`config.mk`:
```
export PLATFORM = sky130hd
export DESIGN_NAME = selector_n1_scan
export DESIGN_NICKNAME = d
export VERILOG_FILES = /design/src/rtl/selector_n1_scan.sv
export SDC_FILE = /design/constraint.sdc
export NUM_CORES = 1
export LEC_CHECK = 0
export BUFFER_PORTS_ARGS = -buffer_cell sky130_fd_sc_hd__buf_2
export CORE_UTILIZATION = 51
export DETAILED_ROUTE_END_ITERATION = 12
export PLACE_DENSITY = 0.82
export SYNTH_ARGS = -nofsm -noshare
export SYNTH_HDL_FRONTEND = slang
export SYNTH_SLANG_ARGS = --single-unit
```
`constraint.sdc`:
```
create_clock -name iClk -period 3.74 [get_ports iClk]
set_input_delay 0.748 -clock iClk [delete_from_list [all_inputs] [get_ports iClk]]
set_output_delay 0.748 -clock iClk [all_outputs]
set_load 0.01 [all_outputs]
```
`src/rtl/selector_n1_scan.sv`:
```
// Registered N:1 word selector: manual select by iSel, or self-stepping scan over masked channels.
// Latency: 1 cycle from sampled inputs to oZ/oCh/oValid/oWrap.
// Backpressure: none; a new selection is presented every cycle and the consumer must keep up.
module selector_n1_scan #(
  parameter int WIDTH    = 4,
  parameter int CHANNELS = 4,
  parameter int SEL_W    = 2,
  parameter int DWELL    = 4
) (
  input  logic                      iClk,
  input  logic                      iRst,
  input  logic [CHANNELS*WIDTH-1:0] iC,
  input  logic [SEL_W-1:0]          iSel,
  input  logic                      iMode,
  input  logic                      iEn,
  input  logic [CHANNELS-1:0]       iChMask,
  output logic [WIDTH-1:0]          oZ,
  output logic [SEL_W-1:0]          oCh,
  output logic                      oValid,
  output logic                      oWrap
);

  // A single-cycle dwell still needs a 1-bit counter that simply stays at zero.
  localparam int CNT_W = (DWELL > 1) ? $clog2(DWELL) : 1;

  typedef enum logic [1:0] {IDLE, MANUAL, SCAN} state_t;

  state_t           state, stateNext;
  logic [CNT_W-1:0] dwellCnt, dwellCntNext;
  logic [WIDTH-1:0] zNext;
  logic [SEL_W-1:0] chNext;
  logic             validNext, wrapNext;

  logic [SEL_W-1:0] lowestCh, upCh, followCh;
  logic             anyEn, upFound, followWraps, curEnabled;

  // Live data of one channel; indices outside the channel range read as zero.
  function automatic logic [WIDTH-1:0] chanData(input logic [CHANNELS*WIDTH-1:0] c,
                                                input logic [SEL_W-1:0] idx);
    chanData = '0;
    for (int k = 0; k < CHANNELS; k++) begin
      if (SEL_W'(k) == idx) chanData = c[k*WIDTH +: WIDTH];
    end
  endfunction

  // Scan candidates: lowest enabled channel and the next enabled channel above the presented one.
  always_comb begin
    lowestCh   = '0;
    upCh       = '0;
    upFound    = 1'b0;
    curEnabled = 1'b0;
    anyEn      = |iChMask;
    for (int k = CHANNELS - 1; k >= 0; k--) begin
      if (iChMask[k]) lowestCh = SEL_W'(k);
      if (iChMask[k] && (k > int'(oCh))) begin
        upCh    = SEL_W'(k);
        upFound = 1'b1;
      end
      if (SEL_W'(k) == oCh) curEnabled = iChMask[k];
    end
    // Nothing enabled above us means we wrap to the lowest (possibly ourselves).
    followCh    = upFound ? upCh : lowestCh;
    followWraps = !upFound;
  end

  // Mode decode plus next registered selection for whichever mode we are entering.
  always_comb begin
    stateNext    = !iEn ? IDLE : (iMode ? SCAN : MANUAL);
    zNext        = oZ;
    chNext       = oCh;
    validNext    = 1'b0;
    wrapNext     = 1'b0;
    dwellCntNext = '0;
    case (stateNext)
      IDLE: begin
        // Hold data and index, just drop valid.
      end
      MANUAL: begin
        if (int'(iSel) < CHANNELS) begin
          chNext    = iSel;
          zNext     = chanData(iC, iSel);
          validNext = 1'b1;
        end else begin
          zNext = '0;
        end
      end
      default: begin
        if (!anyEn) begin
          zNext = '0;
        end else begin
          validNext = 1'b1;
          if (state != SCAN || !oValid) begin
            // Fresh entry or resuming after an all-zero mask: start at the bottom.
            chNext = lowestCh;
          end else if (!curEnabled || dwellCnt == CNT_W'(DWELL - 1)) begin
            chNext   = followCh;
            wrapNext = followWraps;
          end else begin
            dwellCntNext = dwellCnt + 1'b1;
          end
          zNext = chanData(iC, chNext);
        end
      end
    endcase
  end

  // State and output registers; reset wins over everything.
  always_ff @(posedge iClk) begin
    if (iRst) begin
      state    <= IDLE;
      dwellCnt <= '0;
      oZ       <= '0;
      oCh      <= '0;
      oValid   <= 1'b0;
      oWrap    <= 1'b0;
    end else begin
      state    <= stateNext;
      dwellCnt <= dwellCntNext;
      oZ       <= zNext;
      oCh      <= chNext;
      oValid   <= validNext;
      oWrap    <= wrapNext;
    end
  end

endmodule

```
== Word level (Yosys, flattened, before mapping) ==
Index checks and enable logic that the tools add are counted.

* Flip-flop bits (word level): 12
* Input port bits: 26
* Output and inout port bits: 8
* Logic and storage cells: 78

* Add/subtract/negate cells: 1
* Order comparisons: 3
* Equal/unequal tests: 12
* Multiplexer cells: 35
* Bitwise operators: 3
* Reductions and logical operators: 18

{| class="wikitable"
|+ Operators by type and width
! cell !! count
|-
| 4-bit 2-to-1 mux || 9
|-
| 2-bit 2-to-1 mux || 15
|-
| 2-bit == test (first input constant) || 6
|-
| 6-bit OR reduction || 2
|-
| 2-bit zero test || 4
|-
| 1-bit 2-to-1 mux || 8
|-
| 4-bit case mux with 2 select lines || 1
|-
| 1-bit by 2-bit == test with 1-bit output (first input constant) || 3
|-
| 2-bit greater-than comparator (first input constant) || 2
|-
| 2-bit case mux with 2 select lines || 1
|-
| 4-bit OR reduction || 1
|-
| 1-bit logical AND || 3
|-
| 1-bit zero test || 3
|-
| 1-bit NOT || 3
|-
| 2-bit by 1-bit adder with 2-bit output (second input constant) || 1
|-
| 2-bit by 1-bit == test with 1-bit output (second input constant) || 1
|-
| 2-bit == test (second input constant) || 1
|-
| 1-bit by 2-bit greater-than comparator with 1-bit output (first input constant) || 1
|-
| 1-bit logical OR || 2
|-
| 2-bit inequality test (second input constant) || 1
|-
| 1-bit case mux with 2 select lines || 1
|-
| 2-bit AND reduction || 1
|-
| 2-bit nonzero test || 1
|-
| 2-bit OR reduction || 1
|}

== Longest topological paths before layout ==
* Depth in word-level cells: 18
* Mapped depth: 8
* Gate-level depth less buffers: 7

== Worst setup path before layout ==
OpenSTA, ideal clock, no wires.

* Kind: input-to-reg
* Start point: input port iChMask[1]
* End point: register oZ[0]
* Library setup time: 0.133 ns
* Arrival: 2.072 ns
* Data required time: 3.607 ns
* Path slack: 1.535 ns
* Cell stages on the path: 7
* Buffers on the path: 1
* Path through: mux2_4 o2bb2ai_2 mux2_4 or2_1 buf_6 mux2i_1 o221ai_1

* Word-level cells in the longest chain between the ends: 15
* Elaborated cells between the ends (all ways): 25
* Those cells by class: eq/ne (3); mux (17); reduce/logical (5)

{| class="wikitable"
|+ RTL lines
! element !! RTL line !! RTL
|-
| from (decl) || 16 || <nowiki>input logic [CHANNELS-1:0] iChMask,</nowiki>
|-
| 1-bit 2-to-1 mux (2 in a row) || 59 || <nowiki>if (SEL_W'(k) == oCh) curEnabled = iChMask[k];</nowiki>
|-
| 1-bit zero test || 95 || <nowiki>end else if (!curEnabled || dwellCnt == CNT_W'(DWELL - 1)) begin</nowiki>
|-
| 1-bit logical OR || 95 ||
|-
| 2-bit 2-to-1 mux || 95 ||
|-
| 2-bit 2-to-1 mux || 92 || <nowiki>if (state != SCAN || !oValid) begin</nowiki>
|-
| 2-bit 2-to-1 mux || 88 || <nowiki>if (!anyEn) begin</nowiki>
|-
| 2-bit 2-to-1 mux || 74 || <nowiki>case (stateNext)</nowiki>
|-
| 2-bit zero test || 42 || <nowiki>if (SEL_W'(k) == idx) chanData = c[k*WIDTH +: WIDTH];</nowiki>
|-
| 4-bit 2-to-1 mux (4 in a row) || 42 ||
|-
| 4-bit 2-to-1 mux (*) || 88 ||
|-
| 4-bit case mux with 2 select lines (*) || 74 ||
|-
| to (signal assigned) || 119 || <nowiki>oZ <= zNext;</nowiki>
|-
| to (decl) || 17 || <nowiki>output logic [WIDTH-1:0] oZ,</nowiki>
|}

Mark *: on every way between the ends. The rest lies on a longest branch, timed or not. The select of a mux whose other input is x is not followed.
A chain may end at the register's enable or synchronous reset.

== Final worst setup path ==
* Start point: register dwellCnt[0]
* End point: register oZ[0]

* Word-level cells in the longest chain between the ends: 13
* Elaborated cells between the ends (all ways): 16
* Those cells by class: eq/ne (4); mux (10); reduce/logical (2)

{| class="wikitable"
|+ RTL lines
! element !! RTL line !! RTL
|-
| from (decl) || 29 || <nowiki>logic [CNT_W-1:0] dwellCnt, dwellCntNext;</nowiki>
|-
| from (signal assigned) || 118 || <nowiki>dwellCnt <= dwellCntNext;</nowiki>
|-
| 2-bit == test (*) || 95 ||
|-
| 1-bit logical OR (*) || 95 ||
|-
| 2-bit 2-to-1 mux (*) || 95 ||
|-
| 2-bit 2-to-1 mux (*) || 92 ||
|-
| 2-bit 2-to-1 mux (*) || 88 ||
|-
| 2-bit 2-to-1 mux (*) || 74 ||
|-
| 2-bit zero test || 42 ||
|-
| 4-bit 2-to-1 mux (3 in a row) || 42 ||
|-
| 4-bit 2-to-1 mux (*) || 42 ||
|-
| 4-bit 2-to-1 mux (*) || 88 ||
|-
| 4-bit case mux with 2 select lines (*) || 74 ||
|}

Marked as above.

==> qor.txt <==
Initial drt markers - 49
Worst setup margin - 1.39 ns
Peak VDD IR - 0.000182 V
Hold depth - 1
Clock Root Buffer - clkbuf_4
Reg2reg setup slack - 1.39 ns
Die Wd - 44.1 um
Sequential share of the synthesized area - 26.6%
Max-Cap Viols - 0
Worst Skew - 0.000633 ns
Reg2reg path depth - 7
Layout cells sized above 1 - 39.5%
Worst endpoint required time - 3.90 ns
TritonCTS clock tree - yes
Fmax achieved - 426 MHz
CP max FO - 8
Flop pwr share - 44.4%
Vias/cell - 6.49
Post-Layout Cell Count - 145
Tmin final - 2.35 ns
Postcts setup bufs - 0
Rel. slew slack - 68.3%
Gr busiest metal - met2
Post-Syn Nets - 124
CP delay by family, top - simple AND/OR/NAND/NOR gates
Clock Sinks - 12
Largest cells by area after synthesis - dfxtp_1, mux2i_1, mux4_2, nand2b_1, o221ai_1
Crit path buf inv count - 0
RR Endpoint - oZ[0]
Critical-path top delay cell - or2_1
Number of placement rows - 14
Setup crit start kind - flop
Vias - 941
Cell count after synthesis - 97
Met3 GRT Util - 4.90%
Starting density of the core - 57.4%
Hold endpoint - dwellCnt[0]
Dpl cells - 142
Nets@finish - 158
Final TNS setup - 0 ns
CP endpoint kind - flop
CTS H-tree lvls - 1
Clk slew on worst S/H paths - 0.08 ns
Initial antenna violation count - 0
Most frequent cells in the layout - buf_2, dfxtp_1, nor2_1, mux2i_1, nand2b_1
WS Path Type - reg -> reg
Vias in the first global route - 825
Hold path start - dwellCnt[0]
Slew Limit Fails - 0
Ys Warns - 0
Mean cell area of the mapped netlist - 9.33 um2
Syn Std Cell Area - 905 um2
P_sw - 0.0986 mW
Area Overhead vs Synth - 19.6%
Cell Int Power - 0.217 mW
Worst r2r src - dwellCnt[0]
Net Sw Frac - 31.2%
Clock power frac - 27.0%
DP Wirelength - 1780 um
Worst hold margin - 0.425 ns
Hold Vio Cnt, Final - 0
Synth cell types - 37
CP arrival - 2.50 ns
Worst-margin pin slew - 0.475 ns
Yosys reg bits - 12
DRT Pass-1 Iters - 6
Lkg Pwr - 0.520 nW
ANT nets after route - 0
Wire per inst - 16.1 um
Pwr Density - 292 mW/mm2
Overflow after GRT - 0
RSZ-0062 raised after global routing - no
DIE HEIGHT - 44.1 um
CP max stage delay - 0.41 ns
First-pass GRT wire length - 3620 um
DRC errors left - 0
CP Cell Sequence - ha_1 -> or2_2 -> o2bb2ai_2 -> mux2_4 -> or2_1 -> mux2i_1 -> o221ai_1
Global Route Usage Sum - 25.7%
Outcome - completed
Final number of setup-violating endpoints - 0
Final period util - 62.7%
HP Class - reg -> reg
WL final - 2340 um
Full die area - 0.00195 mm2
Combinational share of power - 28.6%
DP Worst Slack - 1.17 ns
Synth top area share - 26.6%
CTS Buffer Depth - 2
I/O pin total - 34
CTS Buf Count - 3
Post-CTS Resized - 0
GR Layer Usage met1 - 33.8%
Antenna diode count - 0
Core area - 0.00158 mm2
Largest net degree at the start of global routing - 13
Port Buffers - 33
Leading area contributor after synthesis - dfxtp_1
Worst-skew pair later-pin latency - 0.28 ns
Post-CTS Hold Buffers - 0
Commonest non-fill, non-tap cell in the layout - buf_2
Grt met2 use - 42.9%
Final Wtd Congestion - 0.851
registers in the layout, indices dropped and copies added, names as in the netlist:
signal	flops
dwellCnt	2
oCh	2
state	2
oWrap	1
oZ	4
oValid	1
area by class of cell:
| type | count | area (um2) |
|---|---|---|
| clock buffer | 3 | 22.5 |
| fill | 136 | 494 |
| inverter | 4 | 15.0 |
| multi-input combinational | 77 | 619 |
| sequential | 12 | 240 |
| tap | 16 | 20.0 |
| timing repair buffer | 33 | 165 |
power groups by stage:
stage                     combinational, mW  clock (mW)  sequential [mW]
after global placement               0.0857           0            0.142
final                                0.0903      0.0852            0.140
after global routing                 0.0978      0.0897            0.141
after detailed placement             0.0890           0            0.143
after CTS                            0.0894      0.0814            0.140
after floorplan                      0.0559           0            0.144
per-stage QoR:
stage	instance area [um2]	utilization [%]	power [mW]
6_report	1080	68.7	0.316
5_1_grt	1080	68.7	0.328
4_1_cts	1080	68.7	0.311
3_5_place_dp	1060	67.2	0.232
3_3_place_gp	1060	67.2	0.228
2_1_floorplan	905	-	0.200
logic make-up (layout without fill, tap and decap cells):
family / Yosys count / in the layout / share of synthesized area [%]
compound gates: 26 / 26 / 23.1
fa+ha+maj: 1 / 1 / 1.38
mux: 15 / 15 / 23.2
flops: 12 / 12 / 26.6
buf+inv: 8 / 40 / 4.98
simple gates: 35 / 35 / 20.7
metal layers:
layer	up-vias	routed length (um)
met4	0	31
met5	-	0
met1	450	975
met2	49	1170
li1	436	-
met3	6	163
worst max-delay path by stage:
stage	from	slack (ns)	depth (start not counted)	endpoint
6_report	dwellCnt[0]	1.39	7	oZ[0]
5_1_grt	dwellCnt[0]	1.30	7	oZ[2]
4_1_cts	dwellCnt[0]	1.42	7	oZ[0]
3_5_place_dp	iChMask[1]	1.17	7	oZ[0]
3_3_place_gp	iChMask[1]	1.26	7	oZ[2]
2_1_floorplan	iChMask[1]	1.54	7	oZ[0]
cells in the mapped netlist (all sizes together):
cell type,instances
a21oi,2
a221oi,2
a31oi,1
nand3b,1
a2bb2oi,1
ha,1
buf,2
o221ai,4
o21a,1
nor3,1
or2,4
o32ai,2
dfxtp,12
or2b,1
inv,4
nor4,1
clkbuf,2
o2bb2ai,1
a41oi,1
o21ba,1
mux2i,9
mux4,4
mux2,2
nor2,9
o22ai,2
nor2b,2
a22oi,1
a21o,5
and3,1
a21boi,1
and2b,1
o21ai,1
nand2,3
nand3,5
nand2b,6
Power figures use the tool's default switching activity.
